$ cat src/rtl/common_pkg.sv
// Shared types and constants for the core: machine word, bus bundles, reset PC.
// Imported by every pipeline block that talks to the instruction bus.
package common_pkg;

  typedef logic [63:0] word_t;
  typedef logic [31:0] u32;

  localparam word_t PC_RESET = 64'h8000_0000;

  typedef struct packed {
    logic  valid;
    word_t addr;
  } ibus_req_t;

  typedef struct packed {
    logic addrOk;
    logic dataOk;
    u32   data;
  } ibus_resp_t;

endpackage

$ cat src/rtl/pipes_pkg.sv
// Pipeline-local types shared between front-end stages.
// Holds the instruction fetcher FSM state encoding.
package pipes_pkg;

  typedef enum logic [1:0] {
    S_REQ,
    S_WAIT,
    S_HOLD
  } fetch_state_t;

endpackage

$ cat src/rtl/instr_fetcher.sv
// Instruction fetcher: one outstanding bus request, stall hold, redirect drop.
// Ports: clk/reset (async, active-high); ireq_* request out; iresp_* bus
// response in; stall/redirect_* from downstream; out_* instruction to fetch.
module instr_fetcher
  import common_pkg::*;
  import pipes_pkg::*;
#(
  parameter word_t PC_RESET = common_pkg::PC_RESET
) (
  input  logic  clk,
  input  logic  reset,
  output logic  ireq_valid,
  output word_t ireq_addr,
  input  logic  iresp_addr_ok,
  input  logic  iresp_data_ok,
  input  u32    iresp_data,
  input  logic  stall,
  input  logic  redirect_valid,
  input  word_t redirect_pc,
  output logic  out_valid,
  output word_t out_pc,
  output u32    out_instr
);

  fetch_state_t state, nextState;
  word_t        pc, pcNext;
  logic         discard, discardNext;
  u32           heldInstr, heldNext;

  ibus_req_t    req;
  ibus_resp_t   resp;
  word_t        tgt;
  logic         take;
  logic         holdShow;
  logic         valid;

  assign resp = {iresp_addr_ok, iresp_data_ok, iresp_data};
  assign tgt  = redirect_pc & ~64'd3;

  assign req        = {!reset && state == S_REQ, pc};
  assign ireq_valid = req.valid;
  assign ireq_addr  = req.addr;

  always_comb begin
    nextState   = state;
    pcNext      = pc;
    discardNext = discard;
    heldNext    = heldInstr;
    take        = 1'b0;
    holdShow    = 1'b0;
    unique case (state)
      S_REQ: begin
        if (redirect_valid) begin
          pcNext = tgt;
          // accepted but data still in flight: drop it when it lands
          if (resp.addrOk && !resp.dataOk) begin
            nextState   = S_WAIT;
            discardNext = 1'b1;
          end
        end else if (resp.addrOk) begin
          if (resp.dataOk) take = 1'b1;
          else nextState = S_WAIT;
        end
      end
      S_WAIT: begin
        if (redirect_valid) begin
          pcNext = tgt;
          if (resp.dataOk) begin
            nextState   = S_REQ;
            discardNext = 1'b0;
          end else begin
            discardNext = 1'b1;
          end
        end else if (resp.dataOk) begin
          if (discard) begin
            nextState   = S_REQ;
            discardNext = 1'b0;
          end else begin
            take = 1'b1;
          end
        end
      end
      S_HOLD: begin
        if (redirect_valid) begin
          pcNext    = tgt;
          nextState = S_REQ;
        end else begin
          holdShow = 1'b1;
          if (!stall) begin
            pcNext    = pc + 64'd4;
            nextState = S_REQ;
          end
        end
      end
      default: nextState = S_REQ;
    endcase
    if (take) begin
      if (stall) begin
        heldNext  = resp.data;
        nextState = S_HOLD;
      end else begin
        pcNext    = pc + 64'd4;
        nextState = S_REQ;
      end
    end
  end

  assign valid     = !reset && (take || holdShow);
  assign out_valid = valid;
  assign out_pc    = valid ? pc : '0;
  assign out_instr = !valid ? '0
                   : (state == S_HOLD) ? heldInstr
                   : resp.data;

  always_ff @(posedge clk or posedge reset) begin
    if (reset) begin
      state     <= S_REQ;
      pc        <= PC_RESET;
      discard   <= 1'b0;
      heldInstr <= '0;
    end else begin
      state     <= nextState;
      pc        <= pcNext;
      discard   <= discardNext;
      heldInstr <= heldNext;
    end
  end

endmodule

$ cat config.mk
export PLATFORM = sky130hd
export DESIGN_NAME = instr_fetcher
export DESIGN_NICKNAME = d
export VERILOG_FILES = /design/src/rtl/common_pkg.sv /design/src/rtl/pipes_pkg.sv /design/src/rtl/instr_fetcher.sv
export SDC_FILE = /design/constraint.sdc
export NUM_CORES = 1
export LEC_CHECK = 0
export ABC_AREA = 1
export CORE_AREA = 2 2 147 135
export DETAILED_ROUTE_END_ITERATION = 16
export DIE_AREA = 0 0 149 137
export PLACE_DENSITY = 0.81
export SLEW_MARGIN = 20
export SYNTH_ARGS = -nofsm -noshare
export SYNTH_HDL_FRONTEND = slang
export SYNTH_SLANG_ARGS = --single-unit
export TNS_END_PERCENT = 5
$ cat constraint.sdc
create_clock -name clk -period 8.8 [get_ports clk]
set_clock_uncertainty 0.05 [all_clocks]
set_input_delay 2.64 -clock clk [delete_from_list [all_inputs] [get_ports clk]]
set_output_delay 2.64 -clock clk [all_outputs]
set_load 0.02 [all_outputs]
==> impl_results.md, run 1 <==
- Drt pass-1 iters: 6
- Crit-path cells: clkdlybuf4s50_1 > inv_1 > o22ai_1 > and3_1 > o21ai_4 > buf_12 > a21oi_1 > clkdlybuf4s50_1
- Power Density: 150.2 nW/µm²
- ANT cells: 0
- Cells after Synth: 1577
- Worst-path clk slew: 0.08 ns
- Worst vdd ir: 0.0001129 V
- GRT Overall Usage: 0.3921
- Sequential power share: 0.376
- Layout Cells excl Fill: 2036
- Worst slew pin tran: 1.101 ns
- Syn. warnings: 0
- Asr flop ratio synth: 1.000
- Mapped Avg Cell Area: 5.759 µm²
- Family with the most delay on the worst path: buffers and inverters
- Final Util: 0.6403
- Final count of pins violating max slew: 0
- Standard-cell rows: 48
- Most common cell in the netlist: nand2_1
- Post-Route WL: 40660 µm
- Internal power: 0.001039 W
- Worst hold path class: register to register
- Core Area: 18860 µm²
- Switching power: 0.0007757 W
- Synth cell count leaders: nand2_1 (514), nor2_1 (310), inv_1 (121), dfrtp_1 (98), nand3_1 (97)
- Combinational Power Share: 0.397
- Synth Cell Area: 9082 µm²
- WL per Instance: 19.97 µm
- Hold_buf cts: 0
- Main area contributors after synthesis: dfrtp_1 (27%), nand2_1 (21%), nor2_1 (13%)
- Clock root cell: clkbuf_16
- Hold Vio Cnt, Final: 0
- CP max stage cell: clkdlybuf4s50_1
- Levels on crit path: 8
- Initial core utilization: 0.4816
- Hpwl dp: 29360 µm
- Post-route setup TNS: 0 ns
- Synth unique cells: 38
- CP Class: input port to output pin
- #FFs+latches synth: 99
- RSZ-0062 raised after global routing: no
- CTS Buf Count: 9
- Clk_lat worst skew: 0.37 ns
- Max Clock Freq: 134.3 MHz
- Number of buffers added on ports: 261
- Synth area leader: dfrtp_1
- Max-Cap Viols: 0
- Final setup fails: 0
- First-pass GRT wire length: 61820 µm
- Worst Path Buf+Inv: 4
- Routability cong.: 1.019
- Final min period: 7.443 ns
- # DRC: 0
- Chip width: 149 µm
- Status: completed
- Register area share after synthesis: 0.2729
- Max FO, Critical Path: 61
- Crit path to: out_instr[15]
- Cells after DPL: 2021
- Leak: 5.587 nW
- Final net count: 1885
- Antenna Nets Post-Route: 0
- Die Y: 137 µm
- Startpoint types: input port
- Fin crit share: 0.8458
- Largest net degree at the start of global routing: 86
- Post-CTS setup buffer count: 0
- Worst Path Arrival: 4.75 ns
- EDFF count, synth: 0
- Finished Cell Area: 12080 µm²
- DR vias/cell: 5.886
- Clock Tree Buf Depth: 2
- Critical Path Max Stage Delay: 0.67 ns
- Share of layout cells above drive strength 1: 0.04647
- Reg2reg setup slack: 5.28 ns
- Post-cts sizing count: 0
- H-Tree Depth: 3
- Clock share of power: 0.227
- CTS tree: built
- Max-slew headroom: 0.2648
- Switching share of power: 0.4275
- Vias: 11.98k
- Critical Path RT: 6.11 ns
- Initial antenna violation count: 1
- CP Capture Type: output pin
- Mapped Nets: 1680
- Syn-to-layout area delta: 32.95%
- DR iter-0 viols: 1335
- Ys flop type: dfrtp_1
- Gr ovfl total: 0
- Dpl cell area: 11790 µm²
- Most common cell on crit path: clkdlybuf4s50_1
- CTS Sinks: 99
- Worst R2R Start: state[1]
- Reg2Reg Depth: 11
- DIE AREA: 20410 µm²
- Synth top area share: 0.2700
- CP startpoint: iresp_addr_ok
- RR Endpoint: ireq_addr[34]
- Worst hold start: heldInstr[19]
- # IOs: 264
- Number of global-route vias before repair: 11.18k
==> routing by layer <==
metal / GRT usage / wire length (µm) / part of all wire
met4: 0.1667 / 1618 / 0.040
met2: 0.6226 / 18170 / 0.45
met3: 0.1030 / 4962 / 0.12
met1: 0.5059 / 15910 / 0.39
met5: 0 / 0 / 0
==> power groups by stage <==
stage	Clock [W]	Combinational [W]	Sequential, W
floorplan	0	0.000377	0.000692
global placement	0	0.000693	0.000681
detailed placement	0	0.000708	0.000684
CTS	0.000413	0.000711	0.000676
global route	0.000429	0.000785	0.000692
finish	0.000412	0.000720	0.000683
==> worst min path at each step <==
stage	end	cells after the start
floorplan	heldInstr[21]	1
global placement	heldInstr[1]	1
detailed placement	heldInstr[23]	1
CTS	heldInstr[19]	1
global route	heldInstr[13]	1
finish	heldInstr[19]	1
==> metrics by stage <==
| step | hold slack (ns) | power (W) | setup slack (ns) |
|---|---|---|---|
| floorplan | 0.4297 | 0.001069 | 0.3974 |
| global placement | 0.4374 | 0.001374 | 1.346 |
| detailed placement | 0.4477 | 0.001392 | 1.319 |
| CTS | 0.4674 | 0.001800 | 1.321 |
| global route | 0.4825 | 0.001905 | 1.230 |
| finish | 0.4646 | 0.001814 | 1.357 |
==> layout by cell type, fill, tap and decap left out, types with 5 or more instances in the layout <==
cell type	n
nand2_1	514
inv_1	119
clkdlybuf4s50_1	260
o21ai_1	7
o22ai_1	51
dfrtp_1	98
clkbuf_16	9
o211ai_1	8
inv_2	8
a21oi_1	78
o221ai_1	5
nor3_1	13
nand4_1	47
o21ai_0	70
nor2_1	309
mux2_2	32
nand3_1	97
buf_4	13
==> flip-flops by register name, indices dropped and copies added (netlist names) <==
| name | cells |
|---|---|
| heldInstr | 32 |
| ireq_addr | 64 |
| state | 2 |
| discard | 1 |
==> logic make-up (layout without fill, tap and decap cells) <==
kind of cell / after synthesis / count (layout) / synth area share
adder cells (fa/ha/maj): 1 / 1 / 0.001377
buffers and inverters: 210 / 419 / 0.09120
multiplexers: 32 / 32 / 0.03968
AO/OA/AOI/OAI: 239 / 239 / 0.1488
XOR/XNOR: 3 / 3 / 0.002893
flip-flops: 99 / 99 / 0.2729
AND/OR/NAND/NOR: 993 / 993 / 0.4432
==> cell type report <==
class	count	area [µm²]
clock buffers	9	225.2
clock inverters	6	61.31
fillers	1836	6783
inverters	129	486.7
multi-input cells	1268	5786
flip-flops and latches	99	2479
well taps	250	312.8
repair buffers	275	2725
Note: power is estimated with default switching activity, not from simulation.
==> run 2: changes to the inputs <==
CORE_AREA = 2 2 155 142   (was 2 2 147 135)
DIE_AREA = 0 0 157 144   (was 0 0 149 137)
PLACE_DENSITY = 0.77   (was 0.81)
clock period = 6.62 ns   (was 8.8 ns; I/O delays follow)
==> run 2 against run 1 <==
Compared with the run above: worst setup slack got worse by 0.85 ns; critical path type unchanged; largest cell class unchanged; combinational power up 31%; sequential power up 32%; cell count rose by 2.1%; sequential cell count did not move; non-clock buffer count grew 1.
==> impl_results.md, run 2 (synthesis results as in run 1) <==
- Status: completed
- WL per Instance: 19.10 µm
- Critical Path RT: 4.58 ns
- Worst Path Arrival: 4.07 ns
- Syn-to-layout area delta: 33.59%
- Final min period: 6.109 ns
- Commonest cells after routing, fill and taps aside: nand2_1 (513), nor2_1 (309), clkdlybuf4s50_1 (260), inv_1 (119), dfrtp_1 (98)
- Family with the most delay on the worst path: buffers and inverters
- Most common cell after layout, fill and taps aside: nand2_1
- Power Density: 197.5 nW/µm²
- Startpoint types: input port
- Reg2reg setup slack: 3.40 ns
- Core Area: 21120 µm²
- Number of flip-flops in the largest register: 64
- Crit-path cells: clkdlybuf4s50_1 > inv_1 > o22ai_1 > and3_1 > o21ai_4 > buf_12 > a21oi_1 > clkdlybuf4s50_1
- Critical Path Max Stage Delay: 0.65 ns
- Max-Cap Viols: 0
- Clock root cell: clkbuf_16
- Vias: 11.82k
- Final Util: 0.5744
- Max Clock Freq: 163.7 MHz
- RSZ-0062 raised after global routing: no
- CP Capture Type: output pin
- Hpwl dp: 28920 µm
- Final count of pins violating max slew: 0
- CP Class: input port to output pin
- Hold_buf cts: 0
- Clk_lat worst skew: 0.37 ns
- GRT Overall Usage: 0.3475
- DR vias/cell: 5.689
- Gr ovfl total: 0
- Standard-cell rows: 51
- First-pass GRT wire length: 61140 µm
- Leak: 5.588 nW
- Hold Vio Cnt, Final: 0
- Post-Route WL: 39700 µm
- Number of buffers added on ports: 261
- Final Worst Setup Slack: 0.5107 ns
- H-Tree Depth: 3
- Worst slew pin tran: 1.015 ns
- DR iter-0 viols: 1301
- Most common cell on crit path: clkdlybuf4s50_1
- Post-cts sizing count: 0
- CTS Sinks: 99
- Drt pass-1 iters: 8
- Initial antenna violation count: 0
- Dpl cell area: 11850 µm²
- Final net count: 1886
- Chip width: 157 µm
- Antenna Nets Post-Route: 0
- Max-slew headroom: 0.3211
- CP max stage cell: clkdlybuf4s50_1
- Worst Path Buf+Inv: 4
- Final setup fails: 0
- Post-route setup TNS: 0 ns
- Place WS: 0.5238 ns
- Max FO, Critical Path: 97
- Clock Tree Buf Depth: 2
- Largest net degree at the start of global routing: 98
- Die Y: 144 µm
- DIE AREA: 22610 µm²
- ANT cells: 0
- Routability cong.: 1.017
- Finished Cell Area: 12130 µm²
- Initial core utilization: 0.4300
- CTS tree: built
- Share of layout cells above drive strength 1: 0.04757
- # IOs: 264
- # DRC: 0
- Fin crit share: 0.9229
- Fillers: 2120
- Number of global-route vias before repair: 10.90k
- Worst hold path class: register to register
- CTS Buf Count: 9
- Worst-path clk slew: 0.08 ns
- Worst vdd ir: 0.0001456 V
- Post-CTS setup buffer count: 0
[run 2: worst paths after layout]
path                                 endpoint           from  depth (start not counted)
worst max-delay path            out_instr[31]  iresp_addr_ok                          8
worst min-delay path            heldInstr[16]  heldInstr[16]                          1
worst max register to register  ireq_addr[24]       state[1]                          9
worst min register to register  heldInstr[16]  heldInstr[16]                          1
max in group asynchronous       ireq_addr[41]          reset                          4
min in group asynchronous        heldInstr[9]          reset                          3
[run 2: stage by stage]
step	hold slack, ns	total power [W]	std cells
2_1_floorplan	0.4297	0.001421	1577
3_3_place_gp	0.4375	0.001813	2063
3_5_place_dp	0.4442	0.001837	2063
4_1_cts	0.4633	0.002381	2078
5_1_grt	0.4799	0.002530	2078
6_report	0.4601	0.002396	2078
[run 2: layer usage]
metal | track usage | part of all wire | vias to the layer above
met5 | 0 | 0 | -
met4 | 0.1352 | 0.038 | 0
met3 | 0.08001 | 0.11 | 106
met2 | 0.5492 | 0.45 | 740
met1 | 0.4620 | 0.40 | 5413
li1 | - | - | 5562
[run 2: report_power, final]
group / total [W] / switching [W] / internal, W
clock: 0.000550 / 0.000287 / 0.000263
combinational: 0.000944 / 0.000552 / 0.000392
sequential: 0.000902 / 0.000176 / 0.000726
[run 2: worst register-to-register path, delay by kind of cell, from the launching register on]
kind            cells  cell delay (ns)
buf+inv             3             1.31
simple gates        4             1.06
flops               1             0.40
compound gates      2             0.23
[run 2: final cells by class]
cell class | instances | area [µm²] | share of cell area
sequential | 99 | 2479 | 0.2043
timing repair buffer | 276 | 2733 | 0.2252
clock inverter | 6 | 56.30 | 0.004641
tap | 291 | 364.1 | 0.03001
clock buffer | 9 | 225.2 | 0.01856
multi-input combinational | 1268 | 5788 | 0.4771
inverter | 129 | 488.0 | 0.04022
==> run 3: changes to the inputs <==
REMOVE_ABC_BUFFERS = 1   (was unset)
==> run 3 against run 2 <==
Compared with the run above: via count rose by 0.36%; wire length fell by 3.6%; cell count barely moved; worst setup slack improved by 0.079 ns; global-route usage fell by 1.2 points; first-iteration DRC count fell by 9.8%; largest power group unchanged.
==> impl_results.md, run 3 (synthesis results as in run 1) <==
- Gr ovfl total: 0
- Worst slew pin tran: 0.9807 ns
- RR Endpoint: ireq_addr[10]
- Max-slew headroom: 0.3462
- Hold_buf cts: 0
- Status: completed
- # DRC: 0
- Drt pass-1 iters: 6
- DR vias/cell: 5.704
- Final Util: 0.5751
- # IOs: 264
- DIE AREA: 22610 µm²
- Core Area: 21120 µm²
- CTS tree: built
- Fin crit share: 0.9109
- Max Clock Freq: 165.8 MHz
- Worst hold stages: 1
- Critical Path RT: 4.58 ns
- H-Tree Depth: 3
- CP max stage cell: clkdlybuf4s50_1
- Clock Tree Buf Depth: 2
- Final count of pins violating max slew: 0
- Post-CTS setup buffer count: 0
- First-pass GRT wire length: 59190 µm
- Most common cell after layout, fill and taps aside: nand2_1
- Crit-path cells: clkdlybuf4s50_1 > inv_1 > o22ai_1 > and3_1 > o21ai_4 > buf_12 > a21oi_1 > clkdlybuf4s50_1
- Worst R2R Start: state[1]
- Final net count: 1887
- Largest net degree at the start of global routing: 68
- Share of layout cells above drive strength 1: 0.04863
- Chip width: 157 µm
- Worst vdd ir: 0.0001200 V
- Antenna Nets Post-Route: 0
- Leak: 5.606 nW
- WL per Instance: 18.39 µm
- Initial antenna violation count: 0
- Post-cts sizing count: 0
- Initial core utilization: 0.4300
- Reg2reg setup slack: 3.44 ns
- Worst Path Arrival: 3.99 ns
- Routability cong.: 0.9968
- CTS Buf Count: 9
- Final setup fails: 0
- Total Power: 0.002421 W
- Family with the most delay on the worst path: buffers and inverters
- Fillers: 2106
- Number of global-route vias before repair: 10.97k
- Worst hold path class: register to register
- Hold Vio Cnt, Final: 0
- Number of flip-flops in the largest register: 64
- Final min period: 6.030 ns
- Worst-path clk slew: 0.08 ns
- Clock root cell: clkbuf_16
- End of the worst hold path: heldInstr[21]
- Max FO, Critical Path: 64
- CP Class: input port to output pin
- Vias: 11.86k
- Max-Cap Viols: 0
- Most common cell on crit path: clkdlybuf4s50_1
- RSZ-0062 raised after global routing: no
- Power Density: 199.3 nW/µm²
- Standard-cell rows: 51
- Syn-to-layout area delta: 33.75%
- Reg2Reg Depth: 10
- CP Capture Type: output pin
- Clk_lat worst skew: 0.38 ns
- Worst hold start: heldInstr[21]
- Critical Path Max Stage Delay: 0.64 ns
- CTS Sinks: 99
- Number of buffers added on ports: 261
- Commonest cells after routing, fill and taps aside: nand2_1 (513), nor2_1 (309), clkdlybuf4s50_1 (260), inv_1 (119), dfrtp_1 (98)
- DR iter-0 viols: 1173
- Hpwl dp: 27160 µm
- Worst Path Buf+Inv: 4
- Startpoint types: input port
- Post-Route WL: 38250 µm
- ANT cells: 0
- Die Y: 144 µm
- GRT Overall Usage: 0.3350
-- run 3: cell count changes in the layout (fill, tap and decap cells not counted), sizes merged --
cell / change
inv: +2
clkinv: +1
buf: +1
clkinvlp: -2
-- run 3: cell type report --
type | instances | area [µm²] | area share
Clock buffer | 9 | 225.2 | 0.01854
Tap cell | 291 | 364.1 | 0.02997
Multi-Input combinational cell | 1268 | 5788 | 0.4765
Inverter | 129 | 486.7 | 0.04007
Timing Repair Buffer | 277 | 2740 | 0.2256
Sequential cell | 99 | 2479 | 0.2040
Clock inverter | 7 | 65.06 | 0.005356
-- run 3: worst max-delay path by stage --
stage | cells past startpoint | slack [ns] | startpoint | endpoint
floorplan | 3 | -2.06 | reset | out_instr[0]
global placement | 8 | 0.60 | iresp_addr_ok | out_instr[26]
detailed placement | 8 | 0.58 | iresp_addr_ok | out_instr[26]
CTS | 8 | 0.56 | iresp_addr_ok | out_instr[26]
global route | 8 | 0.47 | iresp_addr_ok | out_instr[26]
finish | 8 | 0.59 | iresp_addr_ok | out_instr[30]
-- run 3: power breakdown --
group / switching, W / internal, W
clock: 0.000295 / 0.000267
sequential: 0.000184 / 0.000726
combinational: 0.000556 / 0.000392
total: 0.00104 / 0.00139
-- run 3: worst reg2reg max path: cells and delay by family, from the launching register on --
kind	cells	cell delay, ns
AO/OA/AOI/OAI	4	0.54
buffers and inverters	4	1.90
flip-flops	1	0.39
AND/OR/NAND/NOR	2	0.13
-- run 3: per-stage QoR --
stage | cell area (µm²) | std cells | setup WS [ns] | setup TNS, ns | hold WS, ns
3_3_place_gp | 11860 | 2064 | 0.5971 | 0 | 0.4378
2_1_floorplan | 8738 | 1496 | -2.057 | -193.94 | 0.4298
5_1_grt | 12150 | 2080 | 0.4674 | 0 | 0.4819
4_1_cts | 12150 | 2080 | 0.5643 | 0 | 0.4628
3_5_place_dp | 11860 | 2064 | 0.5770 | 0 | 0.4438
6_report | 12150 | 2080 | 0.5896 | 0 | 0.4617
-- run 3: routing by layer --
layer | part of all wire | GRT usage | vias to the layer above
li1 | - | - | 5570
met1 | 0.40 | 0.4352 | 5451
met2 | 0.44 | 0.5381 | 742
met3 | 0.12 | 0.08241 | 101
met4 | 0.036 | 0.1309 | 0
met5 | 0 | 0 | -
